===== src/rtl/jtframe_romarb_pkg.sv =====
// Shared types for the ROM arbiter.
// FSM state encoding and grant index sizing.
package jtframe_romarb_pkg;

    typedef enum logic [1:0] {
        IDLE,
        WAIT_ACK,
        WAIT_DATA
    } state_t;

    localparam int SLOTS_DEF = 4;
    localparam int GW_DEF    = $clog2(SLOTS_DEF);

    // Grant index width, never below one bit
    function automatic int grant_w(input int n);
        return (n < 2) ? 1 : $clog2(n);
    endfunction

endpackage


===== src/rtl/jtframe_romarb_slot.sv =====
// One-entry tag/data cache for a single ROM requester.
// Hit compare is combinational against the registered tag.
import jtframe_romarb_pkg::*;

module jtframe_romarb_slot #(
    parameter int AW = 22,
    parameter int DW = 32
) (
    input  logic          clk,
    input  logic          rst,
    input  logic          cs,
    input  logic [AW-1:0] addr,
    input  logic          fill,
    input  logic [AW-1:0] fill_addr,
    input  logic [DW-1:0] fill_data,
    input  logic          inval,
    output logic          ok,
    output logic          miss,
    output logic [DW-1:0] dout
);

    logic          valid;
    logic [AW-1:0] tag;
    logic          hit;

    // Tag/data storage; invalidate wins over a fill
    always_ff @(posedge clk or posedge rst) begin
        if (rst) begin
            valid <= 1'b0;
            tag   <= '0;
            dout  <= '0;
        end else if (inval) begin
            valid <= 1'b0;
        end else if (fill) begin
            valid <= 1'b1;
            tag   <= fill_addr;
            dout  <= fill_data;
        end
    end

    // Hit/miss decode for the current address
    always_comb begin
        hit  = valid && (tag == addr);
        ok   = cs && hit;
        miss = cs && !hit;
    end

endmodule


===== src/rtl/jtframe_rom_arb.sv =====
// SDRAM read-port arbiter with a one-entry cache per slot.
// JTFRAME_ROMARB_RR_EN selects round-robin instead of fixed priority.
import jtframe_romarb_pkg::*;

module jtframe_rom_arb #(
    parameter int SLOTS = 4,
    parameter int AW    = 22,
    parameter int DW    = 32
) (
    input  logic             clk_rom,
    input  logic             rst,
    input  logic             downloading,
    input  logic             loop_rst,
    input  logic [SLOTS-1:0] slot_cs,
    input  logic [SLOTS*AW-1:0] slot_addr,
    output logic [SLOTS-1:0] slot_ok,
    output logic [SLOTS*DW-1:0] slot_dout,
    output logic             sdram_req,
    output logic [AW-1:0]    sdram_addr,
    input  logic             sdram_ack,
    input  logic [DW-1:0]    data_read,
    input  logic             data_rdy
);

    localparam int GW = grant_w(SLOTS);

    state_t          state, state_nx;
    logic [GW-1:0]   grant, grant_nx;
    logic [GW-1:0]   win;
    logic            any_miss;
    logic            req_nx;
    logic [AW-1:0]   addr_nx;
    logic            fill;
    logic            inval;
    logic [SLOTS-1:0] miss;
    logic [AW-1:0]   addr_a [SLOTS];

    assign inval = downloading | loop_rst;

    for (genvar i = 0; i < SLOTS; i++) begin : g_slot
        assign addr_a[i] = slot_addr[i*AW +: AW];

        jtframe_romarb_slot #(
            .AW (AW),
            .DW (DW)
        ) u_slot (
            .clk       (clk_rom),
            .rst       (rst),
            .cs        (slot_cs[i]),
            .addr      (addr_a[i]),
            .fill      (fill && (grant == GW'(i))),
            .fill_addr (sdram_addr),
            .fill_data (data_read),
            .inval     (inval),
            .ok        (slot_ok[i]),
            .miss      (miss[i]),
            .dout      (slot_dout[i*DW +: DW])
        );
    end

`ifdef JTFRAME_ROMARB_RR_EN
    localparam logic [GW-1:0] LG_RST = GW'(SLOTS-1);
    logic [GW-1:0] last_grant;

    // Remember the most recent grant to rotate the search start
    always_ff @(posedge clk_rom or posedge rst) begin
        if (rst)
            last_grant <= LG_RST;
        else if (state == IDLE && any_miss && !inval)
            last_grant <= win;
    end

    // Round-robin pick starting just after the last grant
    always_comb begin
        int idx;
        idx      = 0;
        any_miss = 1'b0;
        win      = '0;
        for (int k = SLOTS-1; k >= 0; k--) begin
            idx = (int'(last_grant) + 1 + k) % SLOTS;
            if (miss[idx]) begin
                any_miss = 1'b1;
                win      = idx[GW-1:0];
            end
        end
    end
`else
    // Fixed priority pick, lowest index wins
    always_comb begin
        any_miss = 1'b0;
        win      = '0;
        for (int i = SLOTS-1; i >= 0; i--) begin
            if (miss[i]) begin
                any_miss = 1'b1;
                win      = i[GW-1:0];
            end
        end
    end
`endif

    // Request sequencer registers
    always_ff @(posedge clk_rom or posedge rst) begin
        if (rst) begin
            state      <= IDLE;
            grant      <= '0;
            sdram_req  <= 1'b0;
            sdram_addr <= '0;
        end else begin
            state      <= state_nx;
            grant      <= grant_nx;
            sdram_req  <= req_nx;
            sdram_addr <= addr_nx;
        end
    end

    // Next-state, request and fill decode
    always_comb begin
        state_nx = state;
        grant_nx = grant;
        req_nx   = sdram_req;
        addr_nx  = sdram_addr;
        fill     = 1'b0;
        unique case (state)
            IDLE: begin
                if (any_miss) begin
                    grant_nx = win;
                    addr_nx  = addr_a[win];
                    req_nx   = 1'b1;
                    state_nx = WAIT_ACK;
                end
            end
            WAIT_ACK: begin
                if (sdram_ack) begin
                    req_nx = 1'b0;
                    if (data_rdy) begin
                        fill     = 1'b1;
                        state_nx = IDLE;
                    end else begin
                        state_nx = WAIT_DATA;
                    end
                end
            end
            WAIT_DATA: begin
                if (data_rdy) begin
                    fill     = 1'b1;
                    state_nx = IDLE;
                end
            end
            default: state_nx = IDLE;
        endcase
        if (inval) begin
            state_nx = IDLE;
            grant_nx = grant;
            req_nx   = 1'b0;
            addr_nx  = sdram_addr;
            fill     = 1'b0;
        end
    end

endmodule

===== config.mk =====
export PLATFORM = sky130hd
export DESIGN_NAME = jtframe_rom_arb
export DESIGN_NICKNAME = d
export VERILOG_FILES = /design/src/rtl/jtframe_romarb_pkg.sv /design/src/rtl/jtframe_romarb_slot.sv /design/src/rtl/jtframe_rom_arb.sv
export SDC_FILE = /design/constraint.sdc
export NUM_CORES = 1
export LEC_CHECK = 0
export BUFFER_PORTS_ARGS = -buffer_cell sky130_fd_sc_hd__buf_4
export CORE_UTILIZATION = 29
export CTS_CLUSTER_SIZE = 24
export DETAILED_ROUTE_END_ITERATION = 16
export GPL_ROUTABILITY_DRIVEN = 0
export PLACE_DENSITY = 0.49
export SETUP_SLACK_MARGIN = 0.4
export SYNTH_ARGS = -nofsm -noshare
export SYNTH_HDL_FRONTEND = slang
export SYNTH_SLANG_ARGS = --single-unit

===== constraint.sdc =====
create_clock -name clk_rom -period 7.7 [get_ports clk_rom]
set_input_delay 0.385 -clock clk_rom [delete_from_list [all_inputs] [get_ports clk_rom]]
set_output_delay 0.385 -clock clk_rom [all_outputs]
set_load 0.005 [all_outputs]

Word-level counts from Yosys, hierarchy flattened --
Cells that the tools add are included.
Storage, ports and cells: register bits after elaboration 247, input bits 130
Operators by class: equal/unequal tests 12, muxes and demuxes 33, reduce and logical (&&, ||, !) cells 34, $lt $le $gt $ge 1, bitwise logic cells 3
Operators by type and width (count):
- 22-bit equality test | 4
- 22-bit binary-select mux with 2-bit select | 1
- 22-bit two-way mux | 2
- 1-bit two-way mux | 18
- 2-bit two-way mux | 9
- 1-bit logical AND | 16
- 3-bit by 2-bit inequality test with 1-bit output, second input constant | 3
- 3-bit AND reduction | 3
- 2-bit AND reduction | 4
- 2-bit nonzero test | 4
- 2-bit equality test, second input constant | 3
- 2-bit case mux with 3 select lines | 1
- 2-bit by 1-bit equality test with 1-bit output, second input constant | 2
- 1-bit logical NOT | 4
- 2-bit logical NOT | 2
- 1-bit case mux with 2 select lines | 2
- 3-bit >= comparator, second input constant | 1
- 2-bit NOT with 3-bit output | 1
- 3-bit nonzero test | 1
- 1-bit NOT | 1
- 1-bit bitwise OR | 1

Longest topological paths before layout --
depth in word-level cells 12, depth in mapped cells 9, mapped depth without buffers 7

Modules after synthesis --
Synthesis repeated with hierarchy kept, for this count alone.
Second synthesis, totals: cell total of the unflattened synthesis 822, area, all modules 11398.4 um2
Modules (own cells, without submodules):
- jtframe_romarb_slot | area each 2319.7 um2, cells each 150, instances 4, seq. area each 1376.3 um2
- jtframe_rom_arb | area each 2119.5 um2, cells each 222, instances 1, seq. area each 675.6 um2

Worst setup path before layout --
OpenSTA, ideal clock, no wires.
path type reg2reg, start reg state[1], end reg g_slot[1].u_slot.dout[10], path slack 5.489 ns, buffers on the path 2, arrival time 2.083 ns, clock period less this slack 2.211 ns, library setup time 0.128 ns, stages on the path, launching flop included 9, path through dfrtp_1 -> inv_1 -> ha_1 -> nand3_1 -> or2_1 -> nor3b_1 -> buf_2 -> buf_2 -> mux2_1
Between the ends: longest elaborated chain between the ends 5
RTL lines:
- start, declared | RTL line jtframe_rom_arb.sv:27 | state_t state, state_nx;
- start signal, assigned | RTL line jtframe_rom_arb.sv:109 | state <= state_nx;
- 2-bit equality test / 2-bit by 1-bit equality test with 1-bit output (equally long branches) | RTL line jtframe_rom_arb.sv:123 | unique case (state)
- 1-bit case mux with 2 select lines (*) | RTL line jtframe_rom_arb.sv:123
- 1-bit two-way mux (*) | RTL line jtframe_rom_arb.sv:151 | if (inval) begin
- 1-bit logical AND (*) | RTL line jtframe_rom_arb.sv:51 | .fill (fill && (grant == GW'(i))),
- 2-bit AND reduction (no source line) (*)
- end signal, assigned | RTL line jtframe_romarb_slot.sv:37 | dout <= fill_data;
- end, declared | RTL line jtframe_romarb_slot.sv:19 | output logic [DW-1:0] dout
Every way passes the cells marked *; elsewhere a longest branch is shown, timed or not. A chain may end at the register's enable or synchronous reset.

Worst setup path after layout --
start reg g_slot[0].u_slot.tag[1], end reg grant[0]
Between the ends: longest elaborated chain between the ends 6
RTL lines:
- start, declared | RTL line jtframe_romarb_slot.sv:23 | logic [AW-1:0] tag;
- start signal, assigned | RTL line jtframe_romarb_slot.sv:36 | tag <= fill_addr;
- 22-bit equality test (*) | RTL line jtframe_romarb_slot.sv:43 | hit = valid && (tag == addr);
- 1-bit logical AND (*) | RTL line jtframe_romarb_slot.sv:43
- 1-bit logical NOT (*) | RTL line jtframe_romarb_slot.sv:45 | miss = cs && !hit;
- 1-bit logical AND (*) | RTL line jtframe_romarb_slot.sv:45
- 1-bit two-way mux | RTL line jtframe_rom_arb.sv:93 | if (miss[i]) begin
- 3-bit AND reduction (no source line)
- end signal, assigned | RTL line jtframe_rom_arb.sv:110 | grant <= grant_nx;
- end, declared | RTL line jtframe_rom_arb.sv:28 | logic [GW-1:0] grant, grant_nx;
Marked as above.

==> summary.txt <==
Pwr
  • Power density relative to cell area: 208 nW/um2
  • IR drop worst, VDD: 0.000154 V
  • Switch share: 0.255
  • LEAKAGE: 7.67 nW
  • Share of total power in combinational logic: 0.109
  • Clk pwr share: 0.434
  • Power Internal: 2.32 mW
  • Share of total power in sequential cells: 0.458
  • Net switching power figure: 795 uW

STA
  • RSZ-0062 raised after global routing: no
  • Final hold vios: 1
  • Fmax achieved: 286 MHz
  • Final max-slew violation count: 0
  • Clock skew after layout: 0.0118 ns
  • Headroom to the max-slew limit: 0.256
  • Post-route minimum period: 3.50 ns
  • Transition time of the tightest slew-check pin: 1.12 ns
  • Finish-stage setup viols: 0
  • Final setup margin: 4.20 ns
  • Final worst path period share: 0.455
  • Total Neg Setup Slack: 0 ns
  • Hold_ws: -0.00316 ns

Placement
  • Detailed placement HPWL: 24.8 mm
  • Port-buffer cells: 284
  • Placement-stage worst setup slack: 4.08 ns
  • Standard cell area after detailed placement: 14,000 um2

Setup path
  • Critical path start-end classification: reg2reg
  • Critical path's largest stage delay: 0.87 ns
  • Maximum fanout count along the critical path: 49
  • Worst path slowest cell: sky130_fd_sc_hd__o41ai_4
  • Worst path most repeated cell: sky130_fd_sc_hd__buf_4
  • Critical path origin: g_slot[0].u_slot.tag[1]
  • Endpoint kind of the worst setup timing path: flip-flop
  • Required time of the worst setup path: 8.18 ns
  • Data arrival, critical path: 3.98 ns
  • Reg2reg setup slack: 4.20 ns
  • Source of the worst register-to-register timing path: g_slot[0].u_slot.tag[1]
  • Critical Path, Cell by Cell: xor2_1, nor4_1, nand4_1, o31a_2, buf_4, o41ai_4, buf_4, nand2_1, o31ai_1
  • Startpoint type of the worst setup path: flip-flop

Synth
  • Average size of a mapped cell: 13.3 um2
  • #FFs+latches synth: 247
  • Most used DFF post-synth: sky130_fd_sc_hd__dfrtp_1
  • Count of mapped cells out of synthesis: 854
  • Proportion of register bits with asynchronous set or reset after synthesis: 1.00
  • Syn Nets: 988
  • Yosys cell types: 49
  • Post-synthesis cell area: 11,400 um2
  • Number of flops mapped to enable cells by yosys: 0
  • Portion of the post-synthesis area used by sequential elements: 0.544
  • Total number of yosys warnings: 0

CTS
  • Level count of the clock H-tree: 1
  • Sinks on the clock net: 247
  • Maximum number of buffers from clock root to sink: 3
  • Clock transition at the register clock pins on the worst setup and hold paths after CTS: 0.06 ns
  • Setup bufs post-CTS: 0
  • TritonCTS Buffers: 30
  • Number of cells upsized or downsized after cts: 0
  • CTS tree: built
  • Root buffer cell: sky130_fd_sc_hd__clkbuf_16
  • Clk_lat worst skew: 0.57 ns

Routing
  • Via count of the routed design: 8,072
  • DRC violations left: 0
  • TritonRoute pass-1 iters: 4
  • Per-cell via count in the routed design: 4.82
  • DRC marker count from the first detailed-route iteration: 298
  • Average detailed-routed wire length per instance: 21.2 um
  • Total wirelength of the detailed-routed design: 35.4 mm
  • Antenna Violating Nets Remaining: 0

Layout
  • Ratio of cells with drive above 1 in the final layout: 0.396
  • Fillcell total: 3,823
  • NumNets Final: 1,270
  • Area of all placed cells without fillers: 15,000 um2
  • Most frequent cells in the layout: 298 x sky130_fd_sc_hd__buf_4, 247 x sky130_fd_sc_hd__dfrtp_1, 120 x sky130_fd_sc_hd__mux2_1
  • Layout Area Growth over Synthesis: 31.7%
  • Most common cell after layout, fill and taps aside: sky130_fd_sc_hd__buf_4

Global route
  • GRT Total Usage: 0.178
  • Total congestion overflow: 0
  • Number of global-route vias before repair: 8,365
  • Wire length of the first global-routing pass: 53.1 mm
  • Number of antenna violations at the first check in global routing: 10
  • Maximum number of pins on one net before global-route repair: 118

Floorplanning
  • Overall die width: 200 um
  • Initial core utilization: 0.294
  • Floorplan row count: 72
  • Die ar.: 40,000 um2
  • Ports placed on the boundary: 285
  • Die outline height: 200 um
  • Core box area: 38,600 um2

Run status
  • Outcome: finished with violations
  • Failing checks: negative hold slack

Run
  • Number of max-cap violations: 0

Min path
  • Type of the tightest min-delay check: in2async
==> cells by family after synthesis <==
group	share of synthesized area
compound gates	0.0733
xor+xnor	0.0655
fa+ha+maj	0.00440
buf+inv	0.0348
flops	0.544
mux	0.213
simple gates	0.0650
==> area by class of cell <==
cell class                      count  area [um2]  area share
Clock buffer                       47         905      0.0604
Clock inverter                      4        31.3     0.00209
Antenna cell                        2        5.00    0.000334
Tap cell                          518         648      0.0433
Sequential cell                   247        6180       0.413
Timing Repair Buffer              299        2250       0.150
Inverter                           33         131     0.00878
Multi-Input combinational cell    525        4820       0.322
==> routing by layer <==
layer | global-route usage | part of all wire | vias to the layer above
met5 | 0 | 0.0026 | -
met3 | 0.0590 | 0.084 | 65
met2 | 0.278 | 0.46 | 248
met4 | 0.0500 | 0.024 | 16
li1 | - | - | 3624
met1 | 0.236 | 0.43 | 4119
==> critical path, delay by kind of cell (launching register included) <==
family	cells	cell delay, ns
compound gates	3	1.29
simple gates	3	0.88
buf+inv	2	0.64
flops	1	0.38
xor+xnor	1	0.16
==> stage by stage <==
step                       util  total power, mW  hold slack, ns  std cells
after floorplan               -             1.57           0.447        854
after global placement    0.363             1.79           0.459       1621
after detailed placement  0.363             1.79           0.466       1621
after CTS                 0.387             3.17          0.0214       1673
after global routing      0.387             3.25          0.0483       1674
final                     0.387             3.11        -0.00316       1675
==> power by group through the flow <==
stage,clock [mW],sequential (mW),combinational [mW]
global route,1.45,1.43,0.372
finish,1.35,1.43,0.338
detailed placement,0,1.45,0.343
global placement,0,1.45,0.342
floorplan,0,1.42,0.149
CTS,1.40,1.43,0.345
==> synth_stat cells, drive strengths merged (10+ instances only) <==
| cell type | number | share of area |
|---|---|---|
| xnor2 | 54 | 0.042 |
| nand3b | 22 | 0.015 |
| a32o | 22 | 0.019 |
| mux2 | 214 | 0.21 |
| inv | 32 | 0.011 |
| nand4 | 16 | 0.0088 |
| a21oi | 27 | 0.012 |
| buf | 26 | 0.016 |
| nand2 | 56 | 0.019 |
| xor2 | 31 | 0.024 |
| nor4 | 10 | 0.012 |
| a221o | 22 | 0.019 |
| dfrtp | 247 | 0.54 |
| clkbuf | 23 | 0.0076 |
==> sequential cells by signal, indices dropped and copies added (netlist names) <==
name,cells
sdram_addr,22
state,2
g_slot.u_slot.valid,4
g_slot.u_slot.dout,128
sdram_req,1
grant,2
g_slot.u_slot.tag,88
==> final timing paths <==
path                            depth (start not counted)                        end
worst max-delay path                                    9                   grant[0]
worst min-delay path                                    2  g_slot[1].u_slot.dout[18]
worst max register to register                          9                   grant[0]
worst min register to register                          1     g_slot[2].u_slot.valid
max in group asynchronous                               3  g_slot[2].u_slot.dout[16]
min in group clk_rom                                    2  g_slot[0].u_slot.dout[24]
==> timing repair <==
item,in CTS,in global routing
endpoints found under the hold margin,1,0
hold buffers,1,0
endpoints found under the setup margin,0,0
(Power assumes the default switching activity.)
